File: src/rtl/cpu_jtag_dbg_pkg.sv
// Shared IR encodings, DR lengths and FSM states for the CPU JTAG debug host.
// Pure declarations: no latency and no backpressure.
package cpu_jtag_dbg_pkg;

  localparam int DW = 38;

  localparam logic [1:0] IR_OCIMEM    = 2'b00;
  localparam logic [1:0] IR_TRACEMEM  = 2'b01;
  localparam logic [1:0] IR_BREAK     = 2'b10;
  localparam logic [1:0] IR_TRACECTRL = 2'b11;

  localparam logic [5:0] LEN_OCIMEM    = 6'd36;
  localparam logic [5:0] LEN_TRACEMEM  = 6'd38;
  localparam logic [5:0] LEN_BREAK     = 6'd38;
  localparam logic [5:0] LEN_TRACECTRL = 6'd16;

  typedef enum logic [2:0] {
    ST_IDLE,
    ST_IR_UPD,
    ST_IR_WAIT,
    ST_CAPTURE,
    ST_SHIFT,
    ST_UPD,
    ST_UPD_WAIT,
    ST_RSP
  } state_t;

  function automatic logic [5:0] dr_len(input logic [1:0] ir);
    logic [5:0] len;
    case (ir)
      IR_OCIMEM:   len = LEN_OCIMEM;
      IR_TRACEMEM: len = LEN_TRACEMEM;
      IR_BREAK:    len = LEN_BREAK;
      default:     len = LEN_TRACECTRL;
    endcase
    return len;
  endfunction

  function automatic logic [DW-1:0] dr_mask(input logic [5:0] len);
    return {DW{1'b1}} >> (6'(DW) - len);
  endfunction

endpackage

File: src/rtl/cpu_jtag_debug_host_if.sv
// Command/response handshake plus the TAP-side signals toward the debug module.
// slave = the host block, master = the command issuer / debug-module side.
interface cpu_jtag_debug_host_if;
  import cpu_jtag_dbg_pkg::*;

  logic          cmd_valid;
  logic          cmd_ready;
  logic [1:0]    cmd_ir;
  logic [DW-1:0] cmd_wdata;
  logic          rsp_valid;
  logic [DW-1:0] rsp_rdata;
  logic [1:0]    rsp_status;
  logic [1:0]    ir_out;
  logic          tdo;
  logic [1:0]    ir_in;
  logic          usr1;
  logic          ena;
  logic          shift;
  logic          tdi;
  logic          jtag_state_sdr;
  logic          jtag_state_udr;
  logic          rti;

  modport slave (
    input  cmd_valid, cmd_ir, cmd_wdata, ir_out, tdo,
    output cmd_ready, rsp_valid, rsp_rdata, rsp_status,
           ir_in, usr1, ena, shift, tdi, jtag_state_sdr, jtag_state_udr, rti
  );

  modport master (
    output cmd_valid, cmd_ir, cmd_wdata, ir_out, tdo,
    input  cmd_ready, rsp_valid, rsp_rdata, rsp_status,
           ir_in, usr1, ena, shift, tdi, jtag_state_sdr, jtag_state_udr, rti
  );

endinterface

File: src/rtl/cpu_jtag_dbg_shifter.sv
// DR shift register: parallel load of write data, LSB-first tdi out, tdo captured at bit len-1.
// One bit per cycle while i_shift_en; no backpressure.
module cpu_jtag_dbg_shifter
  import cpu_jtag_dbg_pkg::*;
(
  input  logic          clk,
  input  logic          reset_n,
  input  logic          i_load,
  input  logic [DW-1:0] i_load_dat,
  input  logic [5:0]    i_len,
  input  logic          i_shift_en,
  input  logic          i_tdo,
  output logic          o_tdi,
  output logic          o_last,
  output logic [DW-1:0] o_sr
);

  logic [DW-1:0] r_sr;
  logic [5:0]    r_len;
  logic [5:0]    r_cnt;
  logic [DW-1:0] w_ins;

  // Captured bit enters at the top of the active window so the result ends right-aligned.
  assign w_ins = {{(DW-1){1'b0}}, i_tdo} << (r_len - 6'd1);

  always_ff @(posedge clk or negedge reset_n) begin
    if (!reset_n) begin
      r_sr  <= '0;
      r_len <= '0;
      r_cnt <= '0;
    end else if (i_load) begin
      r_sr  <= i_load_dat & dr_mask(i_len);
      r_len <= i_len;
      r_cnt <= '0;
    end else if (i_shift_en) begin
      r_sr  <= (r_sr >> 1) | w_ins;
      r_cnt <= r_cnt + 6'd1;
    end
  end

  assign o_tdi  = r_sr[0];
  assign o_last = (r_cnt == (r_len - 6'd1));
  assign o_sr   = r_sr;

endmodule

File: src/rtl/cpu_jtag_debug_host.sv
// Virtual-JTAG initiator: IR update, DR capture/shift/update, then a one-cycle response pulse.
// Latency N+UPD_WAIT+3 (plus 1+IR_WAIT with IR phase); cmd_ready low while busy, no queueing.
module cpu_jtag_debug_host
  import cpu_jtag_dbg_pkg::*;
#(
  parameter int IR_WAIT      = 2,
  parameter int UPD_WAIT     = 4,
  parameter bit SKIP_SAME_IR = 1'b1
) (
  input  logic                  clk,
  input  logic                  reset_n,
  cpu_jtag_debug_host_if.slave  bus
);

  state_t        r_state, w_next;
  logic [3:0]    r_wait;
  logic          r_cmd_ready, r_rti, r_rsp_valid;
  logic          r_usr1, r_ena, r_shift, r_sdr, r_udr;
  logic [1:0]    r_ir_in, r_last_ir, r_status;
  logic          r_last_vld;
  logic [DW-1:0] r_rdata;
  logic          w_accept, w_skip, w_load, w_shift_en, w_last, w_tdi;
  logic [DW-1:0] w_sr;

  assign w_accept = bus.cmd_valid && r_cmd_ready;
  assign w_skip   = SKIP_SAME_IR && r_last_vld && (bus.cmd_ir == r_last_ir);

  always_ff @(posedge clk or negedge reset_n) begin
    if (!reset_n) r_state <= ST_IDLE;
    else          r_state <= w_next;
  end

  always_comb begin
    w_next     = r_state;
    w_load     = 1'b0;
    w_shift_en = 1'b0;
    case (r_state)
      ST_IDLE: begin
        if (w_accept) begin
          w_load = 1'b1;
          w_next = w_skip ? ST_CAPTURE : ST_IR_UPD;
        end
      end
      ST_IR_UPD:   w_next = ST_IR_WAIT;
      ST_IR_WAIT:  if (r_wait == 4'(IR_WAIT - 1)) w_next = ST_CAPTURE;
      ST_CAPTURE:  w_next = ST_SHIFT;
      ST_SHIFT: begin
        w_shift_en = 1'b1;
        if (w_last) w_next = ST_UPD;
      end
      ST_UPD:      w_next = ST_UPD_WAIT;
      ST_UPD_WAIT: if (r_wait == 4'(UPD_WAIT - 1)) w_next = ST_RSP;
      ST_RSP:      w_next = ST_IDLE;
      default:     w_next = ST_IDLE;
    endcase
  end

  // TAP outputs are decoded from the next state so they line up with the state they belong to.
  always_ff @(posedge clk or negedge reset_n) begin
    if (!reset_n) begin
      r_wait      <= '0;
      r_cmd_ready <= 1'b1;
      r_rti       <= 1'b1;
      r_rsp_valid <= 1'b0;
      r_usr1      <= 1'b0;
      r_ena       <= 1'b0;
      r_shift     <= 1'b0;
      r_sdr       <= 1'b0;
      r_udr       <= 1'b0;
      r_ir_in     <= '0;
      r_last_ir   <= '0;
      r_last_vld  <= 1'b0;
      r_status    <= '0;
      r_rdata     <= '0;
    end else begin
      r_wait      <= (w_next != r_state) ? 4'd0 : r_wait + 4'd1;
      r_cmd_ready <= (w_next == ST_IDLE);
      r_rti       <= (w_next == ST_IDLE);
      r_rsp_valid <= (w_next == ST_RSP);
      r_usr1      <= (w_next == ST_IR_UPD);
      r_ena       <= (w_next inside {ST_IR_UPD, ST_CAPTURE, ST_SHIFT, ST_UPD});
      r_shift     <= (w_next == ST_SHIFT);
      r_sdr       <= (w_next == ST_SHIFT);
      r_udr       <= (w_next == ST_IR_UPD) || (w_next == ST_UPD);
      if (r_state == ST_IDLE && w_next == ST_IR_UPD) r_ir_in <= bus.cmd_ir;
      if (r_state == ST_IR_UPD) begin
        r_last_ir  <= r_ir_in;
        r_last_vld <= 1'b1;
      end
      if (r_state == ST_IR_WAIT && w_next == ST_CAPTURE) r_status <= bus.ir_out;
      if (w_next == ST_RSP) r_rdata <= w_sr;
    end
  end

  cpu_jtag_dbg_shifter u_shifter (
    .clk        (clk),
    .reset_n    (reset_n),
    .i_load     (w_load),
    .i_load_dat (bus.cmd_wdata),
    .i_len      (dr_len(bus.cmd_ir)),
    .i_shift_en (w_shift_en),
    .i_tdo      (bus.tdo),
    .o_tdi      (w_tdi),
    .o_last     (w_last),
    .o_sr       (w_sr)
  );

  assign bus.cmd_ready      = r_cmd_ready;
  assign bus.rti            = r_rti;
  assign bus.rsp_valid      = r_rsp_valid;
  assign bus.rsp_rdata      = r_rdata;
  assign bus.rsp_status     = r_status;
  assign bus.ir_in          = r_ir_in;
  assign bus.usr1           = r_usr1;
  assign bus.ena            = r_ena;
  assign bus.shift          = r_shift;
  assign bus.tdi            = w_tdi;
  assign bus.jtag_state_sdr = r_sdr;
  assign bus.jtag_state_udr = r_udr;

endmodule

File: src/flat_wrapper.sv
// flat-port wrapper written by rule: the top's interface ports become plain ports
module cpu_jtag_debug_host_flat import cpu_jtag_dbg_pkg::*;
#(
  parameter int IR_WAIT      = 2,
  parameter int UPD_WAIT     = 4,
  parameter bit SKIP_SAME_IR = 1'b1
)
  (clk, reset_n, bus_cmd_valid, bus_cmd_ir, bus_cmd_wdata, bus_ir_out, bus_tdo, bus_cmd_ready, bus_rsp_valid, bus_rsp_rdata, bus_rsp_status, bus_ir_in, bus_usr1, bus_ena, bus_shift, bus_tdi, bus_jtag_state_sdr, bus_jtag_state_udr, bus_rti);
  cpu_jtag_debug_host_if bus_i ();
  input  logic clk;
  input  logic reset_n;
  input wire logic [$bits(bus_i.cmd_valid)-1:0] bus_cmd_valid;
  input wire logic [$bits(bus_i.cmd_ir)-1:0] bus_cmd_ir;
  input wire logic [$bits(bus_i.cmd_wdata)-1:0] bus_cmd_wdata;
  input wire logic [$bits(bus_i.ir_out)-1:0] bus_ir_out;
  input wire logic [$bits(bus_i.tdo)-1:0] bus_tdo;
  output wire logic [$bits(bus_i.cmd_ready)-1:0] bus_cmd_ready;
  output wire logic [$bits(bus_i.rsp_valid)-1:0] bus_rsp_valid;
  output wire logic [$bits(bus_i.rsp_rdata)-1:0] bus_rsp_rdata;
  output wire logic [$bits(bus_i.rsp_status)-1:0] bus_rsp_status;
  output wire logic [$bits(bus_i.ir_in)-1:0] bus_ir_in;
  output wire logic [$bits(bus_i.usr1)-1:0] bus_usr1;
  output wire logic [$bits(bus_i.ena)-1:0] bus_ena;
  output wire logic [$bits(bus_i.shift)-1:0] bus_shift;
  output wire logic [$bits(bus_i.tdi)-1:0] bus_tdi;
  output wire logic [$bits(bus_i.jtag_state_sdr)-1:0] bus_jtag_state_sdr;
  output wire logic [$bits(bus_i.jtag_state_udr)-1:0] bus_jtag_state_udr;
  output wire logic [$bits(bus_i.rti)-1:0] bus_rti;
  assign bus_i.cmd_valid = bus_cmd_valid;
  assign bus_i.cmd_ir = bus_cmd_ir;
  assign bus_i.cmd_wdata = bus_cmd_wdata;
  assign bus_i.ir_out = bus_ir_out;
  assign bus_i.tdo = bus_tdo;
  assign bus_cmd_ready = bus_i.cmd_ready;
  assign bus_rsp_valid = bus_i.rsp_valid;
  assign bus_rsp_rdata = bus_i.rsp_rdata;
  assign bus_rsp_status = bus_i.rsp_status;
  assign bus_ir_in = bus_i.ir_in;
  assign bus_usr1 = bus_i.usr1;
  assign bus_ena = bus_i.ena;
  assign bus_shift = bus_i.shift;
  assign bus_tdi = bus_i.tdi;
  assign bus_jtag_state_sdr = bus_i.jtag_state_sdr;
  assign bus_jtag_state_udr = bus_i.jtag_state_udr;
  assign bus_rti = bus_i.rti;
  cpu_jtag_debug_host #(.IR_WAIT(IR_WAIT), .UPD_WAIT(UPD_WAIT), .SKIP_SAME_IR(SKIP_SAME_IR)) u_core (.clk(clk), .reset_n(reset_n), .bus(bus_i));
endmodule
File: config.mk
export PLATFORM = sky130hd
export DESIGN_NAME = cpu_jtag_debug_host_flat
export DESIGN_NICKNAME = d
export VERILOG_FILES = /design/src/rtl/cpu_jtag_dbg_pkg.sv /design/src/rtl/cpu_jtag_debug_host_if.sv /design/src/rtl/cpu_jtag_dbg_shifter.sv /design/src/rtl/cpu_jtag_debug_host.sv /design/src/flat_wrapper.sv
export SDC_FILE = /design/constraint.sdc
export NUM_CORES = 1
export LEC_CHECK = 0
export CAP_MARGIN = 20
export CELL_PAD_IN_SITES_DETAIL_PLACEMENT = 2
export CELL_PAD_IN_SITES_GLOBAL_PLACEMENT = 2
export CORE_AREA = 3 3 184 114
export DETAILED_ROUTE_END_ITERATION = 10
export DIE_AREA = 0 0 187 117
export GPL_TIMING_DRIVEN = 0
export PLACE_DENSITY = 0.78
export SETUP_SLACK_MARGIN = 0.05
export SLEW_MARGIN = 20
export SYNTH_ARGS = -nofsm -noshare
export SYNTH_HDL_FRONTEND = slang
export SYNTH_HIERARCHICAL = 1
export SYNTH_SLANG_ARGS = --single-unit
File: constraint.sdc
create_clock -name clk -period 2.47 [get_ports clk]
set_input_delay 0.6175 -clock clk [delete_from_list [all_inputs] [get_ports clk]]
set_output_delay 0.6175 -clock clk [all_outputs]
set_load 0.01 [all_outputs]
==> summary.txt, run 1 <==
Clock network
  – Clock sink total: about 110
  – CTS tree: yes
  – H-tree Lvls: 3
  – Clk_lat worst skew: roughly 0.37 ns
  – Clk root buf: clkbuf_16
  – Largest buffer count on any clock path: 2
  – CTS Buf Count: 9
  – Clk slew on worst S/H paths: roughly 0.08 ns

Layout
  – Nets: approximately 780
  – Area of the multi-input gates: ~3300 µm²
  – Layout cell share with drive strength beyond 1: 27.2%
  – Sequential cell area: approximately 2700 µm²
  – Commonest non-fill, non-tap cell in the layout: dfrtp_1
  – Final Util: about 43%
  – Fill count: between 2000 and 2500
  – Area grow syn2layout: 38.6%
  – Antenna diodes: 0
  – Most frequent cells in the layout: dfrtp_1 (105), clkdlybuf4s50_1 (93), mux2_2 (43)

Power and ir drop
  – Pleak: 3.25 nW
  – Power Total: around 10 mW
  – Cell Pwr Density: about 1300 nW/µm²
  – Worst ir drop on vdd: approximately 0.00053 V

STA
  – Max Slew Vio Count: 0
  – Fin crit share: 110%
  – Total Negative Setup Slacks: -3.13 ns
  – # setup viols final: 27
  – Worst slew margin: between 30% and 40%
  – Worst Slack Setup Final: -0.246 ns
  – Min Tclk post-route: between 2 and 3 ns
  – Final hold vios: 0
  – RSZ-0062 raised after global routing: true
  – Max frequency: between 0.3 and 0.4 GHz
  – Clk_skew: around 0.013 ns
  – Worst Tran Pin Value: 0.919 ns

Detailed routing
  – Detail Route Antenna Nets: 0
  – 1st-iter DRT viols: approximately 380
  – Remaining DRCs: 0
  – Vias: ~5500
  – Initial DRT Pass Iterations: 5
  – Vias per cell: roughly 5.5
  – Avg WL per Cell: approximately 25 µm
  – Total wire length: ~25000 µm

Global route
  – Largest net degree at the start of global routing: 60
  – Number of global-route vias before repair: about 6100
  – Initial antenna violation count: 0
  – Gr ovfl total: 0
  – All-Layer GR Usage: between 20% and 30%
  – First-pass GRT wire length: ~38000 µm

Logic synthesis
  – Post-synthesis async set-or-reset flop share: 100%
  – Sequential area share after synthesis: a little under half
  – EDFF count, synth: 0
  – Post-synthesis cell count: between 500 and 600
  – Post-synth design cell area: just under 6000 µm²
  – Flops & latches, synth: ~110
  – Syn. warnings: 6
  – Main synth FF type: dfrtp_1
  – Synth cell types: 70
  – Synthesized area per cell: roughly 10 µm²

Worst setup path
  – Crit path from: u_core/u_shifter/r_len[0]
  – Worst path slowest cell: nor3_1
  – Crit path DAT: a little under 3 ns
  – Worst path max stage delay: between 0.7 and 0.8 ns
  – CP cell instances: clkbuf_16 > clkinv_8 > ha_4 > buf_6 > nor3b_4 > xnor2_2 > nor3_1 > a211oi_1 > o31ai_1
  – Req. time, crit path: ~2.7 ns
  – Critical Path End Type: flop
  – WS Path Type: reg -> reg
  – Startpoint Class: flop
  – Max Fanout on Critical Path: 4
  – R2R Path Start: u_core/u_shifter/r_len[0]

Min path
  – Hold Path Class: in -> async

Run status
  – Failing checks: setup timing
  – Status: finished with violations

Placed design
  – Placer Congestion: between 0.8 and 0.9
  – Detail Placement HPWL: ~18000 µm
  – Port Buffer Count: 96

Die
  – Starting Density: between 30 and 40%
  – Core Rows: 39
  – Die footprint: 21900 µm²
  – Core footprint: between 15000 and 20000 µm²
  – Die width: 187 µm
  – Die Ht: 117 µm
  – I/O pins: between 90 and 100

Flow run
  – Max-cap violations: 0
layer usage:
metal / wire, µm / global-route usage [%]
met4: 475 / 6.89
met2: 11400 / 36.8
met5: 0 / 0
met1: 11500 / 31.4
met3: 1820 / 6.73
path summary, 6_finish.rpt:
check | endpoint | slack, ns | cells past startpoint
max | u_core/u_shifter/o_sr[22] | -0.25 | 9
min | u_core/bus.rsp_rdata[6] | 0.24 | 1
max reg2reg | u_core/u_shifter/o_sr[22] | -0.25 | 9
min reg2reg | u_core/r_last_vld | 0.48 | 1
max in group asynchronous | u_core/bus.rti | 1.50 | 2
min in group clk | u_core/r_last_vld | 0.48 | 1
cell usage after synthesis, drive strengths merged (3+ instances only):
cell | n | area (µm²)
a211o | 5 | 43.8
a211oi | 15 | 118
a21oi | 31 | 155
a311oi | 9 | 85.1
a31oi | 9 | 56.3
a32oi | 3 | 45.1
and2 | 3 | 18.8
and3 | 4 | 25.0
buf | 19 | 125
clkbuf | 24 | 90.1
dfrtp | 107 | 2680
ha | 8 | 100
inv | 25 | 93.8
mux2 | 47 | 537
mux2i | 8 | 80.1
nand2 | 34 | 130
nand2b | 9 | 56.3
nand3 | 11 | 60.1
nand4 | 9 | 71.3
nor2 | 41 | 161
nor3 | 18 | 90.1
nor4b | 4 | 50.1
o2111ai | 9 | 78.8
o211ai | 14 | 110
o21ai | 26 | 130
o21bai | 4 | 30.0
o221ai | 6 | 52.6
o22ai | 5 | 37.5
o31ai | 11 | 111
o32a | 3 | 30.0
o32ai | 3 | 33.8
or2 | 3 | 18.8
or3 | 6 | 37.5
or3b | 3 | 28.8
or4 | 3 | 22.5
or4b | 3 | 30.0
xnor2 | 14 | 123
xor2 | 9 | 78.8
repair_timing:
item,in CTS,in global routing
setup buffers,20,12
resized for setup,63,46
gates cloned,0,0
hold buffers,0,0
pin swaps,21,16
setup endpoints to repair,62,54
report_power, final:
part	total, mW	leakage [nW]	internal (mW)	switching (mW)
combinational	5.50	1.79	2.57	2.93
clock	1.58	0.151	0.827	0.749
sequential	3.31	1.31	2.57	0.739
total	10.4	3.25	5.97	4.42
stage by stage:
step / hold slack (ns) / setup WS [ns] / std cells / area [µm²]
final: 0.236 / -0.246 / 994 / 8270
after global routing: 0.270 / -0.336 / 994 / 8270
after CTS: 0.254 / -0.194 / 983 / 8010
after detailed placement: 0.478 / -1.16 / 949 / 7350
after global placement: 0.452 / -3.39 / 948 / 7320
after floorplan: 0.322 / -0.0109 / 586 / 6030
final cells by class:
type / instances / area share [%]
Multi-Input combinational cell: 409 / 39.3
Clock inverter: 6 / 0.862
Sequential cell: 108 / 32.7
Buffer: 41 / 3.58
Clock buffer: 10 / 2.89
Tap cell: 266 / 4.02
Inverter: 26 / 1.47
Timing Repair Buffer: 128 / 15.2
logic make-up after synthesis:
| family | count (synthesis) | share of synthesized area [%] |
|---|---|---|
| compound gates | 160 | 19.6 |
| xor+xnor | 23 | 3.38 |
| fa+ha+maj | 8 | 1.68 |
| buf+inv | 69 | 5.24 |
| flops | 108 | 45.3 |
| mux | 55 | 10.3 |
| other cells | 1 | 0.0628 |
| simple gates | 158 | 14.3 |
critical path, delay by kind of cell, from the launching register on:
family	cells	cell delay, ns
AND/OR/NAND/NOR	2	1.03
flip-flops	1	0.45
adder cells (fa/ha/maj)	1	0.12
XOR/XNOR	1	0.15
buffers and inverters	3	0.32
AO/OA/AOI/OAI	2	0.53
state kept, by name (all words and copies together) (netlist names):
signal	flops
u_core/bus.jtag_state_sdr	1
u_core/bus.rsp_rdata	38
u_core/bus.rsp_valid	1
u_core/r_state	3
u_core/u_shifter/r_len	6
u_core/bus.rti	1
u_core/u_shifter/o_sr	38
u_core/u_shifter/r_cnt	6
u_core/r_wait	4
u_core/bus.usr1	1
u_core/bus.rsp_status	2
u_core/bus.ena	1
u_core/bus.jtag_state_udr	1
u_core/bus.ir_in	2
u_core/r_last_ir	2
u_core/r_last_vld	1
No activity file was read; power rests on OpenSTA's default activity.
==> run 2: changes to the inputs <==
--- a/config.mk
+++ b/config.mk
@@ -12,7 +12,7 @@
 export DETAILED_ROUTE_END_ITERATION = 10
 export DIE_AREA = 0 0 187 117
 export GPL_TIMING_DRIVEN = 0
-export PLACE_DENSITY = 0.78
+export PLACE_DENSITY = 0.81
 export SETUP_SLACK_MARGIN = 0.05
 export SLEW_MARGIN = 20
 export SYNTH_ARGS = -nofsm -noshare
==> run 2 against run 1 <==
  * The run still ends with setup timing left
  * Non-clock buffer count grew 4
  * Register-to-register slack gained 0.04 ns
  * First-iteration DRC count grew 9.8%
  * Die area is the same
  * Hold slack lost 0.079 ns
  * Clock-buffer cell count is the same
  * Cell count grew 0.40%
  * Power grew 3.7%
  * Clock power grew 3%
  * Critical path type is now in -> reg
  * Largest power group unchanged
==> summary.txt, run 2 (synthesized netlist as in run 1, its figures left out) <==
Worst setup path
  – Crit path DAT: 2.98 ns (about the same)
  – Reg2reg setup slack: -0.21 ns (+0.04 ns)
  – CP cell instances: clkdlybuf4s50_1 > nand2_1 > nor3_2 > clkbuf_4 > clkbuf_2 > clkbuf_4 > o211ai_1 > a21oi_1
  – R2R Path Start: u_core/r_state[1]
  – Reg2reg end: u_core/u_shifter/o_sr[5]
  – Delay-heaviest family, CP: buffers and inverters
  – Reg2reg path depth: 7 (-2)
  – Worst setup endpoint: u_core/u_shifter/o_sr[5]
  – Crit path from: bus_cmd_valid
  – Critical Path End Type: flop
  – Crit path buffers/inverters: 4 (+1)
  – Startpoint Class: input pin
  – WS Path Type: in -> reg
  – Req. time, crit path: 2.75 ns (+0.02 ns)
  – Worst path slowest cell: clkdlybuf4s50_1
  – Worst path depth: 8 (-1)
  – Top cell by count, worst path: clkbuf_4
  – Worst path max stage delay: 0.46 ns (-0.32 ns)
  – Max Fanout on Critical Path: 10 (+6)

Detailed routing
  – Avg WL per Cell: 25.4 µm (about the same)
  – Vias: 5597 (+2.3%)
  – 1st-iter DRT viols: 416 (+9.8%)
  – Total wire length: 25300 µm (+0.50%)
  – Vias per cell: 5.61 (+1.9%)
  – Initial DRT Pass Iterations: 5 (unchanged)
  – Remaining DRCs: 0 (unchanged)
  – Detail Route Antenna Nets: 0 (unchanged)

STA
  – Fin crit share: 110% (-0.35 points)
  – Hold Slack: 0.157 ns (-0.0795 ns)
  – Worst Tran Pin Value: 0.703 ns (-0.216 ns)
  – Worst slew margin: 53.0% (+15 points)
  – Final hold vios: 0 (unchanged)
  – Min Tclk post-route: 2.71 ns (-0.00857 ns)
  – RSZ-0062 raised after global routing: true
  – Total Negative Setup Slacks: -1.92 ns (+1.20 ns)
  – Max frequency: 0.369 GHz (+0.32%)
  – Worst Slack Setup Final: -0.238 ns (+0.00857 ns)
  – Clk_skew: 0.0111 ns (-0.00177 ns)
  – Max Slew Vio Count: 0 (unchanged)
  – # setup viols final: 23 (-15%)

Layout
  – Antenna diodes: 0 (unchanged)
  – Fill count: 1972 (-1.9%)
  – Layout cell share with drive strength beyond 1: 29.1% (+1.9 points)
  – Most frequent cells in the layout: dfrtp_1 (106), clkdlybuf4s50_1 (93), mux2_2 (43)
  – Final Util: 43.9% (+0.80 points)
  – Area grow syn2layout: 41.2%
  – Commonest non-fill, non-tap cell in the layout: dfrtp_1
  – Nets: 781 (+0.51%)

Clock network
  – Clk root buf: clkbuf_16
  – Clk slew on worst S/H paths: 0.08 ns (about the same)
  – Largest buffer count on any clock path: 2 (unchanged)
  – CTS tree: yes
  – Clk_lat worst skew: 0.36 ns (about the same)
  – Clock sink total: 108 (unchanged)
  – CTS Buf Count: 9 (unchanged)
  – H-tree Lvls: 3 (unchanged)

Global route
  – Number of global-route vias before repair: 6040 (-1.6%)
  – Gr ovfl total: 0 (unchanged)
  – All-Layer GR Usage: 22.7% (-0.57 points)
  – Largest net degree at the start of global routing: 71 (+18%)
  – Initial antenna violation count: 0 (unchanged)
  – First-pass GRT wire length: 37600 µm (-2.0%)

Placed design
  – Setup WS pre-CTS: -1.16 ns (+0.00319 ns)
  – Detail Placement HPWL: 18200 µm (-1.3%)
  – Port Buffer Count: 96 (unchanged)
  – Placer Congestion: 0.948 (+6.4%)

Die
  – Core footprint: 19200 µm² (unchanged)
  – Die footprint: 21900 µm² (unchanged)
  – Starting Density: 31.1% (unchanged)
  – Die Ht: 117 µm (unchanged)
  – Die width: 187 µm (unchanged)
  – Core Rows: 39 (unchanged)
  – I/O pins: 97 (unchanged)

Power and ir drop
  – Pleak: 3.30 nW (+1.4%)
  – Worst ir drop on vdd: 0.000536 V (+0.46%)
  – Power Total: 10.8 mW (+3.7%)
  – Cell Pwr Density: 1280 nW/µm² (+1.8%)

Run status
  – Status: finished with violations
  – Failing checks: setup timing

Flow run
  – Max-cap violations: 0 (unchanged)

Min path
  – Hold Path Class: in -> async
-- run 2: changes by cell type in the layout (fill, tap and decap cells not counted), sizes merged --
cell    previous run  this run
bufinv             1         2
inv               24        25
buf               52        54
clkinv             3         1
clkbuf            32        34
-- run 2: per-stage QoR --
stage,std cells,instance area (µm²)
after floorplan,586,6030
after global placement,948,7320
after detailed placement,949,7350
after CTS,985,8070
after global routing,998,8430
final,998,8430
-- run 2: repair_timing --
item                                    CTS  global route
endpoints found under the setup margin   62            53
pin swaps                                21            22
resized for setup                        65            68
hold endpoints to repair                  0             0
hold buffers                              0             0
buffers inserted                         22            11
gates cloned                              0             2
-- run 2: final cells by class --
type / instances / area [µm²] / share of cell area (%)
Tap cell: 266 / 333 / 3.95
Timing Repair Buffer: 132 / 1280 / 15.2
Clock inverter: 6 / 93.8 / 1.11
Clock buffer: 10 / 229 / 2.72
Sequential cell: 108 / 2710 / 32.1
Buffer: 41 / 290 / 3.44
Multi-Input combinational cell: 409 / 3380 / 40.1
Inverter: 26 / 114 / 1.35
-- run 2: worst min path at each step --
stage | cells after the start | slack [ns] | endpoint
6_report | 1 | 0.16 | u_core/u_shifter/o_sr[36]
5_1_grt | 1 | 0.17 | u_core/u_shifter/o_sr[36]
4_1_cts | 1 | 0.16 | u_core/u_shifter/o_sr[36]
3_5_place_dp | 1 | 0.49 | u_core/r_last_vld
3_3_place_gp | 1 | 0.45 | u_core/r_last_vld
2_1_floorplan | 0 | 0.32 | u_core/bus.ena
-- run 2: power by group --
| part | total [mW] | internal [mW] | switching [mW] |
|---|---|---|---|
| clock network | 1.62 | 0.900 | 0.717 |
| registers | 3.30 | 2.57 | 0.727 |
| logic | 5.85 | 2.70 | 3.15 |
-- run 2: per-layer routing --
metal  wire [µm]  share of wire (%)  track usage, %
met5           0                  0               0
met4         402                1.6            4.68
met3        1780                7.0            5.57
met2       11600                 46            36.5
met1       11500                 46            31.5
